## src/rtl/seg7_scan_display_if.sv

```systemverilog
// Display write bus between the display controller (master) and the scan display (slave).
// Carries the write strobe, the entry address and the 6-bit entry data.
interface seg7_scan_display_if;
  logic       W;
  logic [2:0] WADD;
  logic [5:0] DIN;

  modport master (output W, output WADD, output DIN);
  modport slave  (input  W, input  WADD, input  DIN);
endinterface

```

## src/rtl/seg7_scan_display.sv

```systemverilog
// Eight-entry digit store that time-multiplexes onto an 8-digit common-anode 7-segment display.
// Each digit slot begins with BLANK cycles of all-anodes-off to suppress ghosting.
module seg7_scan_display #(
  parameter int unsigned PRESCALE = 100000,
  parameter int unsigned BLANK    = 16
) (
  input  logic                 clk,
  input  logic                 rst,
  seg7_scan_display_if.slave   bus,
  output logic [7:0]           AN,
  output logic [6:0]           SEG,
  output logic                 DP,
  output logic                 FRAME
);

  localparam int unsigned PW       = $clog2(PRESCALE);
  localparam logic [PW-1:0] PLast  = PW'(PRESCALE - 1);
  localparam logic [PW-1:0] BlankN = PW'(BLANK);

  logic [PW-1:0] pcnt_q;
  logic [2:0]    dig_q;
  logic [5:0]    mem_q [8];

  logic [5:0] entry;
  logic       lit;
  logic       wrap;
  logic [7:0] an_d;
  logic [6:0] seg_d;
  logic       dp_d;
  logic       frame_d;

  // Segment patterns are {g,f,e,d,c,b,a}, active-low.
  function automatic logic [6:0] hex_dec(input logic [3:0] h);
    logic [6:0] s;
    unique case (h)
      4'h0: s = 7'h40;
      4'h1: s = 7'h79;
      4'h2: s = 7'h24;
      4'h3: s = 7'h30;
      4'h4: s = 7'h19;
      4'h5: s = 7'h12;
      4'h6: s = 7'h02;
      4'h7: s = 7'h78;
      4'h8: s = 7'h00;
      4'h9: s = 7'h10;
      4'hA: s = 7'h08;
      4'hB: s = 7'h03;
      4'hC: s = 7'h46;
      4'hD: s = 7'h21;
      4'hE: s = 7'h06;
      4'hF: s = 7'h0E;
    endcase
    return s;
  endfunction

  always_comb begin
    entry   = mem_q[dig_q];
    lit     = (pcnt_q >= BlankN) && entry[5];
    wrap    = (pcnt_q == PLast);
    an_d    = lit ? ~(8'b1 << dig_q) : 8'hFF;
    seg_d   = lit ? hex_dec(entry[4:1]) : 7'h7F;
    dp_d    = lit ? entry[0] : 1'b1;
    // Registered alongside the 7->0 index step, so FRAME is high while dig_q is 0.
    frame_d = wrap && (dig_q == 3'd7);
  end

  always_ff @(posedge clk or posedge rst) begin
    if (rst) begin
      for (int i = 0; i < 8; i++) mem_q[i] <= 6'b000000;
      pcnt_q <= '0;
      dig_q  <= 3'd0;
      AN     <= 8'hFF;
      SEG    <= 7'h7F;
      DP     <= 1'b1;
      FRAME  <= 1'b0;
    end else begin
      if (bus.W) mem_q[bus.WADD] <= bus.DIN;
      pcnt_q <= wrap ? '0 : pcnt_q + 1'b1;
      if (wrap) dig_q <= dig_q + 3'd1;
      AN     <= an_d;
      SEG    <= seg_d;
      DP     <= dp_d;
      FRAME  <= frame_d;
    end
  end

endmodule
```

## src/flat_wrapper.sv

```systemverilog
// flat-port wrapper written by rule: the top's interface ports become plain ports
module seg7_scan_display_flat 
#(
  parameter int unsigned PRESCALE = 100000,
  parameter int unsigned BLANK    = 16
)
  (clk, rst, AN, SEG, DP, FRAME, bus_W, bus_WADD, bus_DIN);
  seg7_scan_display_if bus_i ();
  input  logic clk;
  input  logic rst;
  output logic [7:0] AN;
  output logic [6:0] SEG;
  output logic DP;
  output logic FRAME;
  input wire logic [$bits(bus_i.W)-1:0] bus_W;
  input wire logic [$bits(bus_i.WADD)-1:0] bus_WADD;
  input wire logic [$bits(bus_i.DIN)-1:0] bus_DIN;
  assign bus_i.W = bus_W;
  assign bus_i.WADD = bus_WADD;
  assign bus_i.DIN = bus_DIN;
  seg7_scan_display #(.PRESCALE(PRESCALE), .BLANK(BLANK)) u_core (.clk(clk), .rst(rst), .bus(bus_i), .AN(AN), .SEG(SEG), .DP(DP), .FRAME(FRAME));
endmodule
```

## config.mk

```make
export PLATFORM = sky130hd
export DESIGN_NAME = seg7_scan_display_flat
export DESIGN_NICKNAME = d
export VERILOG_FILES = /design/src/rtl/seg7_scan_display_if.sv /design/src/rtl/seg7_scan_display.sv /design/src/flat_wrapper.sv
export SDC_FILE = /design/constraint.sdc
export NUM_CORES = 1
export LEC_CHECK = 0
export CORE_UTILIZATION = 35
export CTS_CLUSTER_DIAMETER = 60
export DETAILED_ROUTE_END_ITERATION = 10
export REMOVE_ABC_BUFFERS = 1
export SYNTH_ARGS = -nofsm -noshare
export SYNTH_HDL_FRONTEND = slang
export SYNTH_SLANG_ARGS = --single-unit
```

## constraint.sdc

```tcl
create_clock -name clk -period 3.1 [get_ports clk]
set_input_delay 0.62 -clock clk [delete_from_list [all_inputs] [get_ports clk]]
set_output_delay 0.62 -clock clk [all_outputs]
set_load 0.02 [all_outputs]
```

==> results of run 1 <==
flip-flops by register name, indices dropped and copies added, names as in the netlist:
name and count:
u_core.DP 1, u_core.pcnt_q 17, u_core.FRAME 1, u_core.AN 8, u_core.mem_q 48, u_core.dig_q 3
u_core.SEG 7
final cells by class:
class,instances,area (µm²),area share (%)
sequential,85,2150,44.7
multi-input combinational,198,1790,37.3
timing repair buffer,33,330,6.87
clock buffer,9,225,4.69
tap,140,175,3.64
clock inverter,7,90.1,1.87
inverter,12,46.3,0.963
critical path: cells and delay by family, from the launching register on:
| family | cells | cell delay [ns] |
|---|---|---|
| AOI/OAI and AO/OA | 1 | 0.21 |
| adders and majority gates | 1 | 0.27 |
| buffers and inverters | 1 | 0.14 |
| DFF | 1 | 0.84 |
| muxes | 2 | 0.68 |
| and+or+nand+nor | 2 | 0.21 |
metal layers:
metal / wire (µm) / track usage [%] / vias to the layer above / part of all wire, %
met5: 0 / 0 / - / 0
li1: - / - / 1159 / -
met2: 3600 / 22.8 / 44 / 46
met3: 258 / 3.91 / 12 / 3.3
met4: 171 / 7.14 / 0 / 2.2
met1: 3750 / 18.9 / 1220 / 48
logic make-up (layout without fill, tap and decap cells):
group | count (synthesis) | after routing
compound gates | 20 | 20
xor+xnor | 16 | 16
fa+ha+maj | 13 | 13
buf+inv | 20 | 61
flops | 85 | 85
mux | 69 | 69
simple gates | 80 | 80
path summary, 6_finish.rpt:
check | start | endpoint | slack, ns | cells past startpoint
max | u_core.dig_q[1]$_DFFE_PP0N_ | u_core.SEG[4]$_DFF_PP1_ | 0.66 | 7
max in group asynchronous | rst | u_core.AN[2]$_DFF_PP1_ | 1.84 | 3
min reg2reg | u_core.mem_q[6]$_DFFE_PP0P_ | u_core.mem_q[6]$_DFFE_PP0P_ | 0.50 | 1
min | u_core.mem_q[6]$_DFFE_PP0P_ | u_core.mem_q[6]$_DFFE_PP0P_ | 0.50 | 1
max reg2reg | u_core.dig_q[1]$_DFFE_PP0N_ | u_core.SEG[4]$_DFF_PP1_ | 0.66 | 7
min in group asynchronous | rst | u_core.pcnt_q[16]$_DFF_PP0_ | 0.58 | 2
power by group through the flow:
stage / Sequential (mW) / Combinational [mW] / Clock [mW]
finish: 1.38 / 0.556 / 1.12
CTS: 1.39 / 0.563 / 1.15
floorplan: 1.42 / 0.348 / 0
global placement: 1.40 / 0.549 / 0
detailed placement: 1.40 / 0.561 / 0
global route: 1.41 / 0.609 / 1.20
per-stage QoR:
stage | cells | area (µm²) | util [%] | setup WS, ns
3_3_place_gp | 468 | 4490 | 40.7 | 0.599
3_5_place_dp | 468 | 4490 | 40.7 | 0.578
6_report | 484 | 4810 | 43.6 | 0.660
2_1_floorplan | 295 | 3980 | - | 0.313
4_1_cts | 484 | 4810 | 43.6 | 0.606
5_1_grt | 484 | 4810 | 43.6 | 0.460
layout by cell type, fill, tap and decap left out, types with 2 or more instances in the layout:
master / count
a211oi_1: 2
nor4_1: 4
clkbuf_16: 9
bufinv_16: 2
dfstp_2: 16
clkinvlp_4: 2
inv_1: 10
clkinv_2: 4
nor3b_2: 2
nor2_1: 14
nor3_2: 2
mux4_2: 10
and3_1: 3
nand3_1: 10
dfrtp_1: 69
nand2_1: 24
nor3_1: 5
nand4_1: 3
xor2_1: 10
a21oi_2: 2
mux2_2: 51
ha_1: 13
buf_4: 4
mux2i_1: 6
clkdlybuf4s50_1: 28
xnor2_1: 6
a21oi_1: 2
nand4b_1: 3
o221ai_1: 5
==> flow_summary.toml, run 1 <==
[synth]
synth_compound_gate_area_share_pct = 4.06
synth_xor_area_share_pct = 3.47
synthSimpleGateAreaFrac_pct = 10.6
async_flop_share_pct = 100
synth_seq_cells = 85
ys_warn_count = 0
synthMostInstantiatedCell = "dfrtp_1"
synth-edff-count = 0
avgSynthCellArea_um2 = 13.3
syn_area_um2 = 4040
synth_top_family_by_area = "multiplexers"
yosysTopAreaCell = "dfrtp_1"
synth-adder-area-share_pct = 4.03
synth_mux_area_share_pct = 22.2
ys_types = 49
yosys.area.top_type_share_pct = 42.8
synth_cells = 303
synth_flop_cell = "dfrtp_1"
synth.area.top_cells = "dfrtp_1, mux2_2, dfstp_2"
yosys-top-cells-count = "dfrtp_1, mux2_2, nand2_1, dfstp_2, nor2_1"
yosysSeqAreaShare_pct = 53.2

[floorplanning]
die_y_um = 109
die_area_um2 = 12000
die_width_um = 109
core_area_um2 = 11000
start_util_pct = 36.6
ioPinCount = 29
rows = 38

[drt]
drt_wl_total_um = 7790
drtIter0Drc = 72
drc = 0
drt_pre_antenna_iters = 4
wl_per_cell_um = 16.1
postRouteAntennaNets = 0
via_per_inst = 5.03
vias = 2435

[power_and_ir_drop]
powerDensity_nw_per_um2 = 637
clkPwrFrac_pct = 36.6
power_mw = 3.06
seq_power_share_pct = 45.2
switching_share_pct = 24.9
p_sw_mw = 0.763
cellInternalPower_mw = 2.30
p_leak_nw = 1.98
combPwrFrac_pct = 18.2
vdd_drop_max_mv = 0.338

[placed_design]
io_buffers = 28
gp_routability_congestion = 0.799
hpwl_um = 5400

[clocking]
holdBufCountCts = 0
post_cts_buffers = 0
clock_sinks = 85
clk_latency_ns = 0.33
cts_made_buffers = 9
htree_levels = 3
cts.clk_slew.worst_paths_ns = 0.06
clock_path_buffers = 2
post_cts_resized = 0
cts_tree = "built"
cts_root_buffer = "clkbuf_16"

[timing]
rsz0062_at_grt = "no"
whs_ns = 0.502
skew_ns = 0.00306
period_minus_slack_ns = 2.44
fmax_mhz = 410
tightest_slew_ns = 0.932
setup_viol = 0
hold_viol = 0
setup_tns_ns = 0
timing_max_transition_violations_final = 0
relSlewSlack_pct = 37.5
period_share_pct = 78.7

[layout]
finalNetCount = 364
fill_cells = 1036
areaGrowthSynthToFinish_pct = 19.0
num_antenna_cells = 0
drive_gt1_share_pct = 34.0

[min_path]
hold_class = "register to register"

[setup_path]
crit_required_ns = 3.34
worst-path-max-fanout = 17
cp_common_cell = "nand2_1"
critPathCaptureType = "register"
start_kind = "register"
worstPathArrival_ns = 2.68
cpPeakStageDelay_ns = 0.84
worstPathCellList = "mux4_2 -> nand2_1 -> nand2_1 -> inv_1 -> ha_1 -> mux2i_1 -> o221ai_1"
crit_slowest_cell = "dfrtp_1"
critPathKind = "register to register"

[run]
drv_cap = 0

[global_route]
grt_pass1_vias = 2553
grt.total_usage_pct = 14.6
grt_max_degree = 43
antenna_found_initial = 0
overflow = 0
grt_pass1_wl_um = 12800

[status]
status = "finished clean"
Power figures use the tool's default switching activity.
==> run 2: changes to the inputs <==
==> constraint.sdc (replaced) <==
create_clock -name clk -period 2.35 [get_ports clk]
set_input_delay 0.47 -clock clk [delete_from_list [all_inputs] [get_ports clk]]
set_output_delay 0.47 -clock clk [all_outputs]
set_load 0.02 [all_outputs]
==> run 2 against run 1 <==
Clock power increased by 26%. Sequential power increased by 33%. Critical path depth increased by 1. Combinational power increased by 33%. Critical path type unchanged. Critical endpoint is now u_core.SEG[3]$_DFF_PP1_. Largest power group unchanged. Highest routed layer unchanged.
==> flow_summary.toml, run 2 (synthesis gave the netlist of run 1 again) <==
[power_and_ir_drop]
clkPwrFrac_pct = 35.4
combPwrFrac_pct = 18.6
p_sw_mw = 1.01
powerDensity_nw_per_um2 = 814
power_mw = 3.97
vdd_drop_max_mv = 0.408
cellInternalPower_mw = 2.96
switching_share_pct = 25.5
seq_power_share_pct = 46.0
p_leak_nw = 2.03

[timing]
setup_tns_ns = 0
rsz0062_at_grt = "no"
fmax_mhz = 460
period_share_pct = 92.5
setup_viol = 0
skew_ns = 0.0100
hold_viol = 0
timing_max_transition_violations_final = 0
relSlewSlack_pct = 60.5
period_minus_slack_ns = 2.17
tightest_slew_ns = 0.586

[clocking]
clk_latency_ns = 0.33
clock_path_buffers = 2
cts.clk_slew.worst_paths_ns = 0.07
cts_root_buffer = "clkbuf_16"
cts_tree = "built"
htree_levels = 3
clock_sinks = 85
holdBufCountCts = 0
cts_made_buffers = 9

[layout]
layout_common_cells = "dfrtp_1, mux2_2, clkdlybuf4s50_1, nand2_1"
top_regs = "u_core.mem_q: 48 flops, u_core.pcnt_q: 17 flops, u_core.AN: 8 flops"
final_cells = 495
largest_register_ffs = 48
regMostFlops = "u_core.mem_q"
areaGrowthSynthToFinish_pct = 20.9
drive_gt1_share_pct = 36.3
finalNetCount = 376
num_antenna_cells = 0
layout_commonest_cell = "dfrtp_1"
design_area_um2 = 4880

[floorplanning]
rows = 38
die_width_um = 109
die_area_um2 = 12000
core_area_um2 = 11000
start_util_pct = 36.6
ioPinCount = 29
die_y_um = 109

[setup_path]
r2r-end = "u_core.SEG[3]$_DFF_PP1_"
r2r_cells = 8
path_buf_inv = 2
worstPathCellList = "mux4_2 -> mux2_2 -> inv_1 -> ha_1 -> inv_1 -> nor3_1 -> a211oi_1 -> o21ai_1"
crit_family = "multiplexers"
crit_required_ns = 2.60
critPathKind = "register to register"
start_kind = "register"
cp_common_cell = "inv_1"
cpPeakStageDelay_ns = 0.52
crit_slowest_cell = "mux4_2"
worstPathArrival_ns = 2.43
rrSetupSlack_ns = 0.18
timing.rr.start = "u_core.dig_q[0]$_DFFE_PP0N_"
critPathCaptureType = "register"
worst-path-max-fanout = 7

[global_route]
overflow = 0
grt_max_degree = 49
grt.total_usage_pct = 14.8
grt_pass1_vias = 2588
antenna_found_initial = 0
grt_pass1_wl_um = 13300

[drt]
drc = 0
drt_wl_total_um = 7800
drtIter0Drc = 122
vias = 2459
drt_pre_antenna_iters = 4
postRouteAntennaNets = 0
via_per_inst = 4.97
wl_per_cell_um = 15.8

[placed_design]
dp.cells = 480
gp_routability_congestion = 0.796
io_buffers = 28
hpwl_um = 5570
placed_area_um2 = 4580

[status]
status = "finished clean"

[min_path]
hold_class = "primary input to asynchronous set/reset pin"

[run]
drv_cap = 0
## run 2: how the worst max path moves through the flow
stage                                      from                      end  depth (start not counted)
floorplan                                   rst   u_core.FRAME$_DFF_PP0_                          1
global placement    u_core.dig_q[0]$_DFFE_PP0N_  u_core.SEG[4]$_DFF_PP1_                          8
finish              u_core.dig_q[0]$_DFFE_PP0N_  u_core.SEG[3]$_DFF_PP1_                          8
global route        u_core.dig_q[1]$_DFFE_PP0N_  u_core.SEG[5]$_DFF_PP1_                          7
CTS                 u_core.dig_q[0]$_DFFE_PP0N_  u_core.SEG[4]$_DFF_PP1_                          8
detailed placement  u_core.dig_q[0]$_DFFE_PP0N_  u_core.SEG[3]$_DFF_PP1_                          8
## run 2: final cells by class
class,count,area (µm²)
clock buffer,10,239
clock inverter,5,58.8
inverter,12,46.3
timing repair buffer,45,420
multi-input combinational,198,1790
fill,1030,6150
tap,140,175
sequential,85,2150
## run 2: layer usage
| metal | up-vias | global-route usage, % | share of wire (%) |
|---|---|---|---|
| met5 | - | 0 | 0 |
| met4 | 0 | 5.14 | 1.3 |
| met3 | 9 | 2.67 | 2.6 |
| met2 | 34 | 23.7 | 48 |
| met1 | 1230 | 20.1 | 49 |
| li1 | 1186 | - | - |
## run 2: through the flow
step | utilization, % | setup slack (ns) | hold slack (ns)
after floorplan | - | -0.287 | 0.464
after CTS | 44.2 | 0.0866 | 0.473
after global routing | 44.2 | 0.0360 | 0.504
after global placement | 41.5 | 0.245 | 0.482
final | 44.2 | 0.176 | 0.458
after detailed placement | 41.5 | 0.120 | 0.487
## run 2: power by group through the flow
stage	sequential [mW]	clock, mW	combinational [mW]
after floorplan	1.88	0	0.459
after global placement	1.85	0	0.728
after detailed placement	1.85	0	0.745
after CTS	1.83	1.44	0.747
after global routing	1.86	1.50	0.812
final	1.83	1.41	0.740
## run 2: timing repair
action / in CTS / in global routing
gates resized for setup: 0 / 1
setup buffers: 0 / 0
endpoints found under the setup margin: 0 / 3
